$ cat src/rtl/hazard_pkg.sv
// hazard_pkg
// Shared definitions for the pipeline hazard controller:
//   - write-back select encodings (WB_MEM marks a load in Execute)
//   - fwd_sel_e : operand forwarding source, values match the ForwardAE/BE encoding
//   - hz_state_e: memory-wait monitor states
package hazard_pkg;

  localparam logic [1:0] WB_ALU = 2'b00;
  localparam logic [1:0] WB_MEM = 2'b01;
  localparam logic [1:0] WB_PC4 = 2'b10;
  localparam logic [1:0] WB_IMM = 2'b11;

  typedef enum logic [1:0] {
    FWD_RF = 2'b00,
    FWD_W  = 2'b01,
    FWD_M  = 2'b10
  } fwd_sel_e;

  typedef enum logic {
    S_RUN     = 1'b0,
    S_MEMWAIT = 1'b1
  } hz_state_e;

endpackage

$ cat src/rtl/fwd_unit.sv
// fwd_unit
// Purely combinational operand-forwarding selector for one Execute operand.
// Ports:
//   rs_addr_i  : source register address of the operand in Execute
//   rd_addr_m_i, rd_wren_m_i : destination / write enable in Memory
//   rd_addr_w_i, rd_wren_w_i : destination / write enable in Writeback
//   fwd_sel_o  : FWD_M, FWD_W or FWD_RF (Memory wins over Writeback)
module fwd_unit
  import hazard_pkg::*;
(
  input  logic [4:0] rs_addr_i,
  input  logic [4:0] rd_addr_m_i,
  input  logic       rd_wren_m_i,
  input  logic [4:0] rd_addr_w_i,
  input  logic       rd_wren_w_i,
  output fwd_sel_e   fwd_sel_o
);

  logic hit_m;
  logic hit_w;

  // x0 is never forwarded: writes to it are discarded by the register file.
  assign hit_m = rd_wren_m_i && (rd_addr_m_i != 5'd0) && (rd_addr_m_i == rs_addr_i);
  assign hit_w = rd_wren_w_i && (rd_addr_w_i != 5'd0) && (rd_addr_w_i == rs_addr_i);

  always_comb begin
    fwd_sel_o = FWD_RF;
    if (hit_m) begin
      fwd_sel_o = FWD_M;
    end else if (hit_w) begin
      fwd_sel_o = FWD_W;
    end
  end

endmodule

$ cat src/rtl/hazard_ctrl.sv
// hazard_ctrl
// Pipeline hazard controller for the 5-stage RV32I core.
// Ports:
//   i_clk, i_rst (async, active-low)
//   rs1/rs2_addr_D, rs1/rs2/rd_addr_E, wb_sel_E, rd_wren_E,
//   rd_addr_M/rd_wren_M, rd_addr_W/rd_wren_W : pipeline register info
//   pc_sel_E   : taken branch/jump in Execute
//   i_lsu_busy : data memory access not complete
//   i_cnt_clr  : synchronous clear of the performance counters
//   StallF/D/E/M, FlushD/E : pipeline register hold / bubble controls
//   ForwardAE/BE : operand source (00 RF, 10 Memory, 01 Writeback)
//   o_timeout  : sticky LSU wait-timeout flag
//   o_stall_cnt, o_flush_cnt : saturating event counters
module hazard_ctrl
  import hazard_pkg::*;
#(
  parameter int WAIT_MAX = 64,
  parameter int CNT_W    = 32
) (
  input  logic             i_clk,
  input  logic             i_rst,
  input  logic [4:0]       rs1_addr_D,
  input  logic [4:0]       rs2_addr_D,
  input  logic [4:0]       rs1_addr_E,
  input  logic [4:0]       rs2_addr_E,
  input  logic [4:0]       rd_addr_E,
  input  logic [1:0]       wb_sel_E,
  input  logic             rd_wren_E,
  input  logic [4:0]       rd_addr_M,
  input  logic             rd_wren_M,
  input  logic [4:0]       rd_addr_W,
  input  logic             rd_wren_W,
  input  logic             pc_sel_E,
  input  logic             i_lsu_busy,
  input  logic             i_cnt_clr,
  output logic             StallF,
  output logic             StallD,
  output logic             StallE,
  output logic             StallM,
  output logic             FlushD,
  output logic             FlushE,
  output logic [1:0]       ForwardAE,
  output logic [1:0]       ForwardBE,
  output logic             o_timeout,
  output logic [CNT_W-1:0] o_stall_cnt,
  output logic [CNT_W-1:0] o_flush_cnt
);

  localparam int                WAIT_W     = $clog2(WAIT_MAX + 1);
  localparam logic [WAIT_W-1:0] WAIT_MAX_C = WAIT_W'(WAIT_MAX);

  // ---------------------------------------------------------------------------
  // Forwarding
  // ---------------------------------------------------------------------------
  fwd_sel_e fwd_a;
  fwd_sel_e fwd_b;

  fwd_unit u_fwd_a (
    .rs_addr_i   (rs1_addr_E),
    .rd_addr_m_i (rd_addr_M),
    .rd_wren_m_i (rd_wren_M),
    .rd_addr_w_i (rd_addr_W),
    .rd_wren_w_i (rd_wren_W),
    .fwd_sel_o   (fwd_a)
  );

  fwd_unit u_fwd_b (
    .rs_addr_i   (rs2_addr_E),
    .rd_addr_m_i (rd_addr_M),
    .rd_wren_m_i (rd_wren_M),
    .rd_addr_w_i (rd_addr_W),
    .rd_wren_w_i (rd_wren_W),
    .fwd_sel_o   (fwd_b)
  );

  // Controls are held inactive while reset is asserted.
  assign ForwardAE = i_rst ? fwd_a : FWD_RF;
  assign ForwardBE = i_rst ? fwd_b : FWD_RF;

  // ---------------------------------------------------------------------------
  // Stall / flush
  // ---------------------------------------------------------------------------
  logic lu;
  logic mw;

  assign lu = (wb_sel_E == WB_MEM) && rd_wren_E && (rd_addr_E != 5'd0) &&
              ((rd_addr_E == rs1_addr_D) || (rd_addr_E == rs2_addr_D));
  assign mw = i_lsu_busy;

  always_comb begin
    StallF = 1'b0;
    StallD = 1'b0;
    StallE = 1'b0;
    StallM = 1'b0;
    FlushD = 1'b0;
    FlushE = 1'b0;
    if (i_rst) begin
      if (mw) begin
        // Freeze everything; no flush so a branch held in Execute survives
        // and is applied once the LSU completes.
        StallF = 1'b1;
        StallD = 1'b1;
        StallE = 1'b1;
        StallM = 1'b1;
      end else if (pc_sel_E) begin
        // Redirect kills the dependent instruction, so load-use is moot.
        FlushD = 1'b1;
        FlushE = 1'b1;
      end else if (lu) begin
        StallF = 1'b1;
        StallD = 1'b1;
        FlushE = 1'b1;
      end
    end
  end

  // ---------------------------------------------------------------------------
  // Memory-wait monitor
  // ---------------------------------------------------------------------------
  hz_state_e         state_q, state_d;
  logic [WAIT_W-1:0] wait_cnt_q, wait_cnt_d;
  logic              timeout_q, timeout_d;

  always_ff @(posedge i_clk or negedge i_rst) begin
    if (!i_rst) begin
      state_q    <= S_RUN;
      wait_cnt_q <= '0;
      timeout_q  <= 1'b0;
    end else begin
      state_q    <= state_d;
      wait_cnt_q <= wait_cnt_d;
      timeout_q  <= timeout_d;
    end
  end

  always_comb begin
    state_d    = state_q;
    wait_cnt_d = wait_cnt_q;
    unique case (state_q)
      S_RUN: begin
        if (i_lsu_busy) begin
          state_d    = S_MEMWAIT;
          wait_cnt_d = WAIT_W'(1);
        end
      end
      S_MEMWAIT: begin
        if (i_lsu_busy) begin
          if (wait_cnt_q < WAIT_MAX_C) begin
            wait_cnt_d = wait_cnt_q + WAIT_W'(1);
          end
        end else begin
          state_d    = S_RUN;
          wait_cnt_d = '0;
        end
      end
      default: begin
        state_d    = S_RUN;
        wait_cnt_d = '0;
      end
    endcase
    // Flag raised on the edge where the count reaches WAIT_MAX while the
    // access is still outstanding; sticky until reset.
    timeout_d = timeout_q | (i_lsu_busy && (wait_cnt_d == WAIT_MAX_C));
  end

  assign o_timeout = timeout_q;

  // ---------------------------------------------------------------------------
  // Saturating performance counters
  // ---------------------------------------------------------------------------
  logic [CNT_W-1:0] stall_cnt_q, stall_cnt_d;
  logic [CNT_W-1:0] flush_cnt_q, flush_cnt_d;

  always_ff @(posedge i_clk or negedge i_rst) begin
    if (!i_rst) begin
      stall_cnt_q <= '0;
      flush_cnt_q <= '0;
    end else begin
      stall_cnt_q <= stall_cnt_d;
      flush_cnt_q <= flush_cnt_d;
    end
  end

  always_comb begin
    stall_cnt_d = stall_cnt_q;
    flush_cnt_d = flush_cnt_q;
    if (i_cnt_clr) begin
      stall_cnt_d = '0;
      flush_cnt_d = '0;
    end else begin
      if (StallF && (stall_cnt_q != '1)) begin
        stall_cnt_d = stall_cnt_q + CNT_W'(1);
      end
      if (FlushE && (flush_cnt_q != '1)) begin
        flush_cnt_d = flush_cnt_q + CNT_W'(1);
      end
    end
  end

  assign o_stall_cnt = stall_cnt_q;
  assign o_flush_cnt = flush_cnt_q;

endmodule

$ cat config.mk
export PLATFORM = sky130hd
export DESIGN_NAME = hazard_ctrl
export DESIGN_NICKNAME = d
export VERILOG_FILES = /design/src/rtl/hazard_pkg.sv /design/src/rtl/fwd_unit.sv /design/src/rtl/hazard_ctrl.sv
export SDC_FILE = /design/constraint.sdc
export NUM_CORES = 1
export LEC_CHECK = 0
export CAP_MARGIN = 20
export CORE_MARGIN = 5
export CORE_UTILIZATION = 45
export DETAILED_ROUTE_END_ITERATION = 6
export PLACE_DENSITY = 0.78
export SLEW_MARGIN = 20
export SYNTH_ARGS = -nofsm -noshare
export SYNTH_HDL_FRONTEND = slang
export SYNTH_SLANG_ARGS = --single-unit
$ cat constraint.sdc
create_clock -name i_clk -period 2.1 [get_ports i_clk]
set_input_delay 0.42 -clock i_clk [delete_from_list [all_inputs] [get_ports i_clk]]
set_output_delay 0.42 -clock i_clk [all_outputs]
set_load 0.01 [all_outputs]
======== Word-level counts from Yosys, hierarchy flattened ========
Cells that the tools add are included.
operators by class
  $add $sub $neg .......................... 3
  $lt $le $gt $ge ......................... 1
  eq/ne operators ......................... 10
  mux-type cells .......................... 26
  bitwise operators ....................... 2
  reductions and logical operators ........ 18
operators by type and width
  operator                                              number
  2-to-1 mux 32 bit                                     4
  adder 32 x 1 -> 32 bit (second input constant)        2
  inequality test 32 bit (second input constant)        2
  equality test 5 bit                                   6
  2-to-1 mux 7 bit                                      3
  nonzero test 5 bit                                    3
  2-to-1 mux 1 bit                                      14
  case mux 7 bit (2 select lines)                       1
  logical AND 1 bit                                     12
  2-to-1 mux 2 bit                                      4
  adder 7 x 1 -> 7 bit (second input constant)          1
  equality test 7 bit (second input constant)           1
  less-than comparator 7 bit (second input constant)    1
  nonzero test 2 bit                                    2
  equality test 2 x 1 -> 1 bit (second input constant)  1
  logical OR 1 bit                                      1
  NOT 1 bit                                             1
  bitwise OR 1 bit                                      1
word-level totals
  bits in registers ....................... 73
  bits of input ports ..................... 45
  output and inout port bits .............. 75
  logic and storage cells ................. 65

======== Logic depth before layout (Yosys ltp) ========
  depth in word-level cells ............... 11
  gate-level depth with buffers ........... 11
  gate-level depth less buffers ........... 7

======== Hierarchy ========
From an unflattened synthesis, not the netlist that was laid out.
second synthesis, totals
  cells, all modules ...................... 531
  area, all modules ....................... 4626.9 sq um
by module, submodules not included
  module       times used  cells an instance  area an instance (sq um)  seq. area each (sq um)
  hazard_ctrl  1           489                4309.1                    1826.8
  fwd_unit     2           21                 158.9                     0.0

======== Worst setup path before layout ========
OpenSTA, ideal clock, no wires.
  path kind ............................... flip-flop to flip-flop
  start ................................... register flush_cnt_q[3], in the netlist o_flush_cnt[3]
  end ..................................... register flush_cnt_q[24], in the netlist o_flush_cnt[24]
  library setup time ...................... 125 ps
  data arrival time ....................... 2281 ps
  required time ........................... 1975 ps
  slack ................................... -306 ps
  cell stages (with the launch flop) ...... 11
  path buffers ............................ 4
  period minus slack after synthesis ...... 2406 ps
  cell sequence ........................... dfrtp_1 and4_4 buf_6 and4_4 buf_6 nand3_2 or3b_1 buf_6 buf_6 nor4_1 mux2_2
on the way
  cells in the longest elaborated chain, start to end .. 3
  elaborated cells between the ends (all ways) .. 6
  those cells by class .................... add/sub: 1; eq/ne: 1; mux: 2; reduce/logical: 2
ends and longest elaborated chain
  item                                                                     RTL line                                source
  from (decl)                                                              hazard_ctrl.sv:172                      logic [CNT_W-1:0] flush_cnt_q, flush_cnt_d;
  from (signal assigned)                                                   hazard_ctrl.sv:180                      flush_cnt_q <= flush_cnt_d;
  adder 32 x 1 -> 32 bit / inequality test 32 bit (equally long branches)  hazard_ctrl.sv:195, hazard_ctrl.sv:194
  2-to-1 mux 32 bit / logical AND 1 bit (equally long branches)            hazard_ctrl.sv:194                      if (FlushE && (flush_cnt_q != '1)) begin
  2-to-1 mux 32 bit / nonzero test 2 bit (equally long branches)           --
Parallel ways exist; a longest one is shown, timed or not. The select of a mux whose other input is x is not followed.
A chain may end at the register's enable or synchronous reset.

======== Worst setup path in the final report ========
  start ................................... input port rd_addr_E[2]
  end ..................................... register stall_cnt_q[5], in the netlist o_stall_cnt[5]
on the way
  cells in the longest elaborated chain, start to end .. 9
  elaborated cells between the ends (all ways) .. 12
  those cells by class .................... eq/ne: 2; mux: 4; reduce/logical: 6
ends and longest elaborated chain
  item                                                              RTL line                              source
  from (decl)                                                       hazard_ctrl.sv:26                     input logic [4:0] rd_addr_E,
  equality test 5 bit / nonzero test 5 bit (equally long branches)  hazard_ctrl.sv:87, hazard_ctrl.sv:86
  logical OR 1 bit / logical AND 1 bit (equally long branches)      hazard_ctrl.sv:87, hazard_ctrl.sv:86
  logical AND 1 bit *                                               hazard_ctrl.sv:86                     assign lu = (wb_sel_E == WB_MEM) && rd_wren_E && (rd_addr_E != 5'd0) &&
  2-to-1 mux 1 bit *                                                hazard_ctrl.sv:109                    end else if (lu) begin
  2-to-1 mux 1 bit *                                                hazard_ctrl.sv:105                    end else if (pc_sel_E) begin
  2-to-1 mux 1 bit *                                                hazard_ctrl.sv:98                     if (mw) begin
  2-to-1 mux 1 bit *                                                hazard_ctrl.sv:97                     if (i_rst) begin
  logical AND 1 bit *                                               hazard_ctrl.sv:191                    if (StallF && (stall_cnt_q != '1)) begin
  nonzero test 2 bit (no line) *                                    --
  to (signal assigned)                                              hazard_ctrl.sv:179                    stall_cnt_q <= stall_cnt_d;
  to (decl)                                                         hazard_ctrl.sv:171                    logic [CNT_W-1:0] stall_cnt_q, stall_cnt_d;
Every way passes the cells marked *; elsewhere a longest branch is shown, timed or not.

==> flow_metrics.env <==
export IMPL_synth_compound_area_share=0.175
export IMPL_fmax_mhz=456
export IMPL_grt_pass1_wl_mm=26.3
export IMPL_fin_util=0.785
export IMPL_placed_cell_area_um2=6670
export IMPL_power_switching_w=0.000759
export IMPL_combPwrFrac=0.163
export IMPL_yosys_cell_types_count=47
export IMPL_grt_max_degree=38
export IMPL_cp_start_kind="primary input"
export IMPL_status="finished with violations"
export IMPL_cts_tree="done"
export IMPL_clkSinkCount=73
export IMPL_place_hpwl_mm=10.7
export IMPL_insertion_delay_ns=0.34
export IMPL_setup_tns_ns=-1.08
export IMPL_grt_overflow_total=0
export IMPL_r2r_cells=10
export IMPL_period_share=1.04
export IMPL_routabilityCongestion=0.882
export IMPL_rsz0062_at_grt="yes"
export IMPL_pre_cts_ws_ns=-0.956
export IMPL_crit_path_max_fanout=7
export IMPL_layout_nets=818
export IMPL_crit_type="primary input to register"
export IMPL_power_frac_clock=0.360
export IMPL_clock_path_buffers=2
export IMPL_start_util=0.460
export IMPL_grt_pass1_vias=5552
export IMPL_arrival_ns=2.46
export IMPL_cts_buffers=9
export IMPL_crit_required_ns=2.37
export IMPL_synth_fa_ha_area_frac=0.00834
export IMPL_cp_end_kind="register"
export IMPL_synth_fp_nets=562
export IMPL_synth_xor_area_frac=0.0681
export IMPL_hold_viol=0
export IMPL_hold_path_class="primary input to async pin"
export IMPL_fin_ws_ns=-0.0923
export IMPL_powerDensity_nw_per_um2=390
export IMPL_vias_per_cell=5.94
export IMPL_antenna_found_initial=0
export IMPL_yosysWarningCount=0
export IMPL_power_switching_fraction=0.254
export IMPL_area_delta_synth_final_pct=70.5
export IMPL_die_w_um=110
export IMPL_power_frac_seq=0.476
export IMPL_hold_buffers=0
export IMPL_synth_top_family_by_area="simple AND/OR/NAND/NOR gates"
export IMPL_num_io_pins=120
export IMPL_syn_area_um2=4500
export IMPL_synth_simple_gate_area_frac=0.291
export IMPL_core_area_um2=9770
export IMPL_wire_per_inst_um=18.6
export IMPL_synth_mux_area_frac=0.0142
export IMPL_drtIter0Drc=298
export IMPL_drv_cap=0
export IMPL_port_buffers=119
export IMPL_drc_errors=0
export IMPL_grt_total_usage=0.272
export IMPL_via_count=5395
export IMPL_syn_avg_cell_area_um2=8.76
export IMPL_ys_ff_latch=73
export IMPL_netlist_instances=514
export IMPL_cell_internal_pwr_w=0.00223
export IMPL_clock_root_buffer="clkbuf_8"
export IMPL_power_total_w=0.00299
export IMPL_antennaDiodeCount=0
export IMPL_final_area_um2=7670
export IMPL_drtPass1Iterations=5
export IMPL_drt_wl_total_mm=16.8
export IMPL_violations="setup timing"
export IMPL_fp_row_count=36
export IMPL_yosysSeqAreaShare=0.406
export IMPL_drtAntennaViolNets=0
export IMPL_max_vdd_ir_drop_uv=285
export IMPL_finalClockSkew_ns=0.0105
export IMPL_tightest_slew_ns=0.843
export IMPL_setup_viol=26
export IMPL_dieArea_um2=12100
export IMPL_slew_headroom=0.438
export IMPL_p_leak_nw=3.20
export IMPL_drv_slew=0
export IMPL_period_minus_slack_ns=2.19
export IMPL_cts_clk_slew_worst_paths_ns=0.07
export IMPL_drive_above_1_share=0.412
export IMPL_die_y_um=110
export IMPL_cts_max_level=3
[flip-flops by register name, summed over array words and instances, names as in the netlist]
name         flops
o_flush_cnt     32
o_stall_cnt     32
o_timeout        1
state_q          1
wait_cnt_q       7
[layout by cell type (no fill, tap or decap), drive strengths merged, types with 19 or more instances in the layout]
| cell type | count |
|---|---|
| a21oi | 59 |
| xor2 | 28 |
| o31ai | 19 |
| dfrtp | 73 |
| buf | 178 |
| nand2 | 32 |
| clkdlybuf4s50 | 69 |
| clkbuf | 21 |
| nand3 | 35 |
| or3 | 39 |
| o21ai | 47 |
| or4 | 22 |
[metal layers]
| layer | vias up | global-route usage | part of all wire |
|---|---|---|---|
| met4 | 0 | 0.126 | 0.033 |
| met2 | 245 | 0.479 | 0.53 |
| li1 | 2443 | - | - |
| met5 | - | 0 | 0 |
| met3 | 66 | 0.0466 | 0.059 |
| met1 | 2641 | 0.322 | 0.38 |
[cell usage after synthesis, drive strengths merged]
library cell  count  area [um2]
dfrtp            73        1830
a21oi            59         295
o21ai            47         235
or3              39         244
nand3            35         180
nand2            32         120
xor2             28         245
or4              22         165
o31ai            19         143
nor2             18        67.6
nand4            16         100
and3             15        93.8
clkbuf           14        53.8
buf              11        85.1
and2             10        62.6
and4              8        75.1
inv               8        30.0
nor2b             7        43.8
nor4              7        50.1
xnor2             7        61.3
nor3              6        35.0
a31oi             3        18.8
ha                3        37.5
mux2              3        33.8
mux2i             3        30.0
nand2b            3        18.8
a22o              2        17.5
nand4b            2        17.5
nor3b             2        15.0
o211ai            2        15.0
a211oi            1        12.5
a21o              1        7.51
a221oi            1        8.76
a22oi             1        7.51
a31o              1        8.76
nand3b            1        7.51
o21bai            1        7.51
o311ai            1        8.76
or2               1        6.26
or3b              1        8.76
[through the flow]
stage	hold WS (ns)	std cells
floorplan	0.124	514
global placement	0.463	860
detailed placement	0.479	860
CTS	0.177	902
global route	0.184	908
finish	0.180	908
[cells by family (layout without fill, tap and decap cells)]
family	Yosys count	count (layout)
compound gates	139	139
xor+xnor	35	35
fa+ha+maj	3	3
buf+inv	33	294
flops	73	73
mux	6	6
simple gates	225	225
[worst paths after layout]
kind / start / to / slack, ns
worst max-delay path: rd_addr_E[2] / o_stall_cnt[5] / -0.09
worst min-delay path: i_rst / o_flush_cnt[18] / 0.18
worst max register to register: o_stall_cnt[1] / o_stall_cnt[5] / -0.09
worst min register to register: o_timeout / o_timeout / 0.50
max in group asynchronous: i_rst / o_stall_cnt[6] / 1.17
min in group i_clk: o_timeout / o_timeout / 0.50
[layout make-up]
type                       count  area (um2)
inverter                       8        30.0
tap                          133         166
multi-input combinational    408        3060
timing repair buffer         270        2390
clock inverter                 3        40.0
sequential                    73        1830
clock buffer                  13         149
fill                         648        2100
[power by group through the flow]
stage	registers (W)	logic [W]	clock network, W
CTS	0.00142	0.000458	0.00110
finish	0.00143	0.000488	0.00108
global route	0.00143	0.000525	0.00117
global placement	0.00145	0.000376	0
floorplan	0.00145	0.000140	0
detailed placement	0.00145	0.000390	0
[repair_timing]
action | in CTS | in global routing
resized for setup | 200 | 114
setup buffers | 20 | 15
pin swaps | 75 | 54
gates cloned | 6 | 0
endpoints found under the setup margin | 73 | 69
[critical path, stage by stage]
cell	delay [ns]
buf_8	0.11
xor2_2	0.17
nor3_2	0.23
a22o_1	0.22
buf_6	0.11
buf_4	0.09
o211ai_1	0.15
clkbuf_16	0.21
buf_12	0.13
buf_8	0.12
or3_4	0.36
a21oi_2	0.14
Power figures use the tool's default switching activity.
